**src/rtl/gray_step_sched.sv**
```systemverilog
// Step scheduler for a downstream Gray counter: round-robin arbitration between two
// requesters, optional counter clear, then a burst of increment enables per job.
module gray_step_sched #(
    parameter int STEP_W = 4
) (
    input  logic              clk,
    input  logic              rst,
    input  logic              req0_valid,
    input  logic [STEP_W-1:0] req0_steps,
    input  logic              req0_clear,
    input  logic              req1_valid,
    input  logic [STEP_W-1:0] req1_steps,
    input  logic              req1_clear,
    output logic              req0_ready,
    output logic              req1_ready,
    output logic              cnt_rst,
    output logic              cnt_en,
    output logic              busy,
    output logic              grant_id,
    output logic [STEP_W-1:0] steps_left,
    output logic              done_valid,
    output logic              done_id
);

    typedef enum logic [1:0] {IDLE, CLEAR, STEP, DONE} state_t;

    state_t            state, state_nxt;
    logic              last_grant, last_grant_nxt;
    logic              grant_id_nxt;
    logic [STEP_W-1:0] steps_left_nxt;
    logic              win0, win1;
    logic              sel;
    logic              sel_clear;
    logic [STEP_W-1:0] sel_steps;

    // On a tie the requester that did not win last time gets the grant.
    assign win0 = req0_valid & (~req1_valid | last_grant);
    assign win1 = req1_valid & (~req0_valid | ~last_grant);

    assign req0_ready = (state == IDLE) & win0;
    assign req1_ready = (state == IDLE) & win1;
    assign cnt_rst    = (state == CLEAR);
    assign cnt_en     = (state == STEP);
    assign busy       = (state != IDLE);
    assign done_valid = (state == DONE);
    assign done_id    = grant_id;

    always_comb begin
        state_nxt      = state;
        last_grant_nxt = last_grant;
        grant_id_nxt   = grant_id;
        steps_left_nxt = steps_left;
        sel            = win1;
        sel_clear      = win1 ? req1_clear : req0_clear;
        sel_steps      = win1 ? req1_steps : req0_steps;
        case (state)
            IDLE: begin
                if (win0 | win1) begin
                    grant_id_nxt   = sel;
                    last_grant_nxt = sel;
                    steps_left_nxt = sel_steps;
                    if (sel_clear)
                        state_nxt = CLEAR;
                    else if (sel_steps != '0)
                        state_nxt = STEP;
                    else
                        state_nxt = DONE;
                end
            end
            CLEAR: begin
                state_nxt = (steps_left != '0) ? STEP : DONE;
            end
            STEP: begin
                // steps_left is never zero here; the guard only keeps it from wrapping.
                if (steps_left != '0)
                    steps_left_nxt = steps_left - STEP_W'(1);
                if (steps_left <= STEP_W'(1))
                    state_nxt = DONE;
            end
            DONE: begin
                state_nxt = IDLE;
            end
            default: begin
                state_nxt = IDLE;
            end
        endcase
    end

    always_ff @(posedge clk) begin
        if (rst) begin
            state      <= IDLE;
            last_grant <= 1'b1;
            grant_id   <= 1'b0;
            steps_left <= '0;
        end else begin
            state      <= state_nxt;
            last_grant <= last_grant_nxt;
            grant_id   <= grant_id_nxt;
            steps_left <= steps_left_nxt;
        end
    end

endmodule

```
**config.mk**
```make
export PLATFORM = sky130hd
export DESIGN_NAME = gray_step_sched
export DESIGN_NICKNAME = d
export VERILOG_FILES = /design/src/rtl/gray_step_sched.sv
export SDC_FILE = /design/constraint.sdc
export NUM_CORES = 1
export LEC_CHECK = 0
export ABC_AREA = 1
export CORE_ASPECT_RATIO = 1.2
export CORE_UTILIZATION = 40
export CTS_BUF_LIST = sky130_fd_sc_hd__clkbuf_8
export CTS_CLUSTER_SIZE = 12
export DETAILED_ROUTE_END_ITERATION = 8
export PLACE_DENSITY = 0.83
export SLEW_MARGIN = 20
export SYNTH_ARGS = -nofsm -noshare
export SYNTH_HDL_FRONTEND = slang
export SYNTH_SLANG_ARGS = --single-unit
```
**constraint.sdc**
```tcl
create_clock -name clk -period 1.75 [get_ports clk]
set_clock_uncertainty 0.15 [all_clocks]
set_input_delay 0.35 -clock clk [delete_from_list [all_inputs] [get_ports clk]]
set_output_delay 0.35 -clock clk [all_outputs]
set_load 0.01 [all_outputs]
```
### Yosys cells after proc, flatten, opt, wreduce, memory -nomap -nowiden

Cells that the tools add are included.

| word-level totals | value |
|---|---|
| bits in registers | 8 |
| word-level logic and storage cells | 41 |

| operators by class | value |
|---|---|
| $lt $le $gt $ge | 1 |
| reductions and logical operators | 8 |
| equal/unequal tests | 6 |
| add/subtract/negate cells | 1 |
| bitwise operators | 10 |
| muxes and demuxes | 11 |

Operators by type and width:

| kind | count |
|---|---|
| $mux W4 | 3 |
| $pmux W2 S4 | 1 |
| $pmux W4 S2 | 1 |
| $reduce_bool A4 Y1 | 2 |
| $mux W2 | 3 |
| $ne A2 B1 Y1 const B | 3 |
| $and A1 B1 Y1 | 4 |
| $eq A2 B2 Y1 const B | 2 |
| $le A4 B1 Y1 const B | 1 |
| $reduce_and A2 Y1 | 2 |
| $reduce_bool A2 Y1 | 2 |
| $sub A4 B1 Y4 const B | 1 |
| $mux W1 | 3 |
| $not A1 Y1 | 3 |
| $or A1 B1 Y1 | 3 |
| $reduce_and A3 Y1 | 1 |
| $eq A2 B1 Y1 const B | 1 |
| $logic_not A2 Y1 | 1 |

### Logic depth before layout (Yosys ltp)

| depth | value |
|---|---|
| word-level depth | 9 |
| mapped depth | 9 |
| mapped depth without buffers | 9 |

### Worst setup path after synthesis

No wires, ideal clock.

| path | value |
|---|---|
| path type | reg2reg |
| start point | register state[0] |
| end point | register steps_left[0] |
| required time | 1.478 ns |
| slack | 0.214 ns |
| cell stages (with the launch flop) | 10 |
| clock period less this slack | 1.536 ns |
| arrival time | 1.264 ns |
| path buffers | 1 |
| cells stage by stage | dfxtp_1 -> inv_1 -> ha_1 -> buf_2 -> inv_2 -> nand2_1 -> nand3_2 -> inv_2 -> o21ai_1 -> a21oi_1 |

| between the ends | value |
|---|---|
| word-level cells in the longest chain between the ends | 3 |

Ends and longest elaborated chain:

| what | RTL line | text |
|---|---|---|
| start, declared | 27 | `state_t state, state_nxt;` |
| start signal, assigned | 96 | `state <= state_nxt;` |
| $eq A2 B2 Y1 (*) | - |  |
| named net cnt_en | 17 | `output logic cnt_en,` |
| $ne A2 B1 Y1 (no source line) or $reduce_bool A2 Y1 (tied branches) | - |  |
| $reduce_and A3 Y1 (no source line) | - |  |
| end signal, assigned | 99 | `steps_left <= steps_left_nxt;` |
| end, declared | 20 | `output logic [STEP_W-1:0] steps_left,` |

The timed path passes the listed nets; every way through them passes the cells marked *.
A chain may end at the register's enable or synchronous reset.

### Final worst setup path

| path | value |
|---|---|
| start point | register steps_left[2] |
| end point | output port steps_left[2] |

No word-level cell between the ends.

==> flow_summary.yaml <==
logic_synthesis:
  post_synth_num_cell_types: 17
  ys_ff_latch: 8
  avgSynthCellArea_sq_um: 6.354
  ys_top_cells_by_count: "nand2_1 (28), nand3_1 (12), inv_1 (11)"
  synth_most_common_cell: "nand2_1"
  synthCells: 102
  syn_nets: 123
  ys_warn_count: 0
  synth_top_area_cell: "dfxtp_1"
  synth-async-reset-ratio_pct: 0
  synth_edf_count: 0
  synth_flop_cell: "dfxtp_1"
  yosys-top-cells-area: "dfxtp_1 (25%), nand2_1 (16%), ha_1 (14%)"
  ys_seq_area_share_pct: 24.71
  synth_top_cell_area_share_pct: 24.71
  syn_area_sq_um: 648.1
floorplan:
  die_x_um: 38.75
  die_h_um: 46.10
  dieArea_sq_um: 1786
  core_sq_um: 1483
  initial_core_util_pct: 43.71
  pin_count: 26
  rows: 15
clocking:
  cts_buffer_depth: 2
  cts_hold_buf: 0
  clockRootBuffer: "clkbuf_8"
  cts_tree: "done"
  insertion_delay_ns: 0.23
  post-cts-setup-buffers: 0
  htreeDepth: 1
  cts_sinks: 8
  cts_buffers: 3
  clk_pin_slew_ns: 0.04
worst_setup_path:
  slowest_delay_ns: 0.58
  worstRegToRegCells: 9
  cpMaxStageDelayCell: "clkdlybuf4s50_1"
  ff2ff_setup_slack_ns: 0.11
  cp-start-kind: "register"
  critPathTopFamily: "buffers and inverters"
  r2r-end: "steps_left[2]"
  path_cells: "clkdlybuf4s50_1"
  crit_required_ns: 1.25
  cp-end-kind: "primary output"
  crit_type: "register to primary output"
  crit_arrival_ns: 1.19
  cp_max_fo: 4
  critPathBufInv: 1
  r2r_start: "state[0]"
power:
  internal_power_uw: 877.4
  clockPowerShare_pct: 13.8
  fin_total_pwr_mw: 1.553
  p_per_area_nw_per_um2: 1517
  switching_power_uw: 675.3
  seq_power_share_pct: 21.1
  leakagePower_nw: 0.5186
  switching_share_pct: 43.49
  ir_drop_mv: 0.8020
  p_comb_share_pct: 65.1
grt:
  grt_pass1_wl_mm: 2.601
  grt.total_usage_pct: 21.00
  grt_antenna_before_repair: 0
  overflow: 0
  grt_pass1_vias: 663
  grt_max_degree: 9
timing:
  worst_slew_pin_slew_ns: 0.2468
  max_freq_ghz: 0.5905
  hold_violations: 0
  finalCriticalPeriod_ns: 1.694
  drv_slew: 0
  fin_crit_sh_pct: 96.78
  rsz0062_at_grt: "yes"
  setup_viol: 0
  slew_headroom_pct: 83.37
place:
  gp_congestion: 0.8541
  hpwl_mm: 1.309
  dpl.cell_count: 153
  io_buffers: 25
  dpl_cell_area_sq_um: 989.7
drt:
  avgViaCountPerCell: 4.853
  wl_mm: 1.638
  first_iter_violations: 10
  first_pass_iters: 4
  postRouteAntennaNets: 0
  vias: 757
  drc: 0
  wl_per_cell_um: 10.50
final_layout:
  final_layout_size_suffix_gt1_share_pct: 19.42
  final_nets: 162
  fin_area_sq_um: 1023
  fill_cells: 128
  final_cells: 156
  area_growth_pct: 57.91
  fin_util_pct: 69.03
  diodes: 0
hold_path:
  hold_path_startpoint: "done_id"
  min_to: "done_id"
  hold_path_class: "register to register"
  worstHoldPathCells: 2
outcome:
  status: "finished, final reports clean"
job:
  max-cap-violations: 0
cell usage in the layout (no fill, tap or decap):
cell and n:
nand3_1 12, o21ai_2 1, dlygate4sd2_1 4, dfxtp_1 7, o21ai_0 5, inv_1 10, nand2_4 2, clkdlybuf4s15_1 2
buf_4 12, clkdlybuf4s50_1 17, nand2_1 28, nor2_2 1, xor2_1 1, clkbuf_8 3, inv_4 1, clkbuf_2 2
a21oi_1 8, nand3_2 1, dfxtp_2 1, ha_1 7, nor2_1 8, inv_2 3, nor3_1 2, o21ai_1 1
repair_timing:
item,CTS,global route
endpoints found under the hold margin,0,0
setup endpoints to repair,6,7
gates resized for setup,10,8
power groups by stage:
| stage | Sequential, mW | Combinational (mW) | Clock, mW |
|---|---|---|---|
| 3_3_place_gp | 0.318 | 1.01 | 0 |
| 4_1_cts | 0.323 | 1.01 | 0.216 |
| 6_report | 0.327 | 1.01 | 0.214 |
| 5_1_grt | 0.335 | 1.14 | 0.231 |
| 3_5_place_dp | 0.325 | 1.03 | 0 |
| 2_1_floorplan | 0.340 | 0.576 | 0 |
worst reg2reg max path: stages, from the launching register on:
cell	delay (ns)
dfxtp_1	0.32
inv_1	0.06
buf_4	0.13
ha_1	0.20
buf_4	0.17
nand2_1	0.08
nand3_2	0.10
inv_2	0.12
nand3_1	0.07
a21oi_1	0.15
worst max path at each step:
stage,from,endpoint,slack [ns],cells past startpoint
3_5_place_dp,req0_valid,req0_ready,-0.43,4
6_report,steps_left[2],steps_left[2],0.06,1
3_3_place_gp,req0_valid,req0_ready,-0.40,4
5_1_grt,state[0],steps_left[3],-0.003,9
2_1_floorplan,state[0],steps_left[0],0.21,9
4_1_cts,state[0],req0_ready,0.006,5
cells by family after synthesis:
family                   after synthesis  synth area share (%)
XOR/XNOR                               1                 1.352
buffers and inverters                 17                 11.20
adder cells (fa/ha/maj)                7                 13.51
AO/OA/AOI/OAI                         15                 11.58
flip-flops                             8                 24.71
AND/OR/NAND/NOR                       54                 37.65
registers in the layout, indices dropped and copies added, names as in the netlist:
name / flops
steps_left: 4
done_id: 1
last_grant: 1
state: 2
final cells by class:
| type | count | area (sq um) | share of cell area (%) |
|---|---|---|---|
| clock buffer | 3 | 41.29 | 4.034 |
| inverter | 14 | 55.05 | 5.379 |
| multi-input combinational | 77 | 419.2 | 40.95 |
| sequential | 8 | 161.4 | 15.77 |
| tap | 17 | 21.27 | 2.078 |
| timing repair buffer | 37 | 325.3 | 31.78 |
through the flow:
| stage | hold WS [ns] | TNS [ns] | worst slack [ns] |
|---|---|---|---|
| 2_1_floorplan | 0.2691 | 0 | 0.2142 |
| 3_3_place_gp | 0.3172 | -1.577 | -0.4010 |
| 3_5_place_dp | 0.3250 | -1.797 | -0.4334 |
| 4_1_cts | 0.3357 | 0 | 0.005972 |
| 5_1_grt | 0.3520 | -0.002894 | -0.002894 |
| 6_report | 0.3368 | 0 | 0.05640 |
metal layers:
| metal | track usage, % | vias to the layer above | share of wire, % |
|---|---|---|---|
| li1 | - | 400 | - |
| met5 | 0 | - | 0 |
| met3 | 8.696 | 2 | 4.9 |
| met4 | 4.138 | 0 | 0.37 |
| met2 | 37.67 | 18 | 51 |
| met1 | 22.71 | 337 | 43 |
Note: power is estimated with default switching activity, not from simulation.
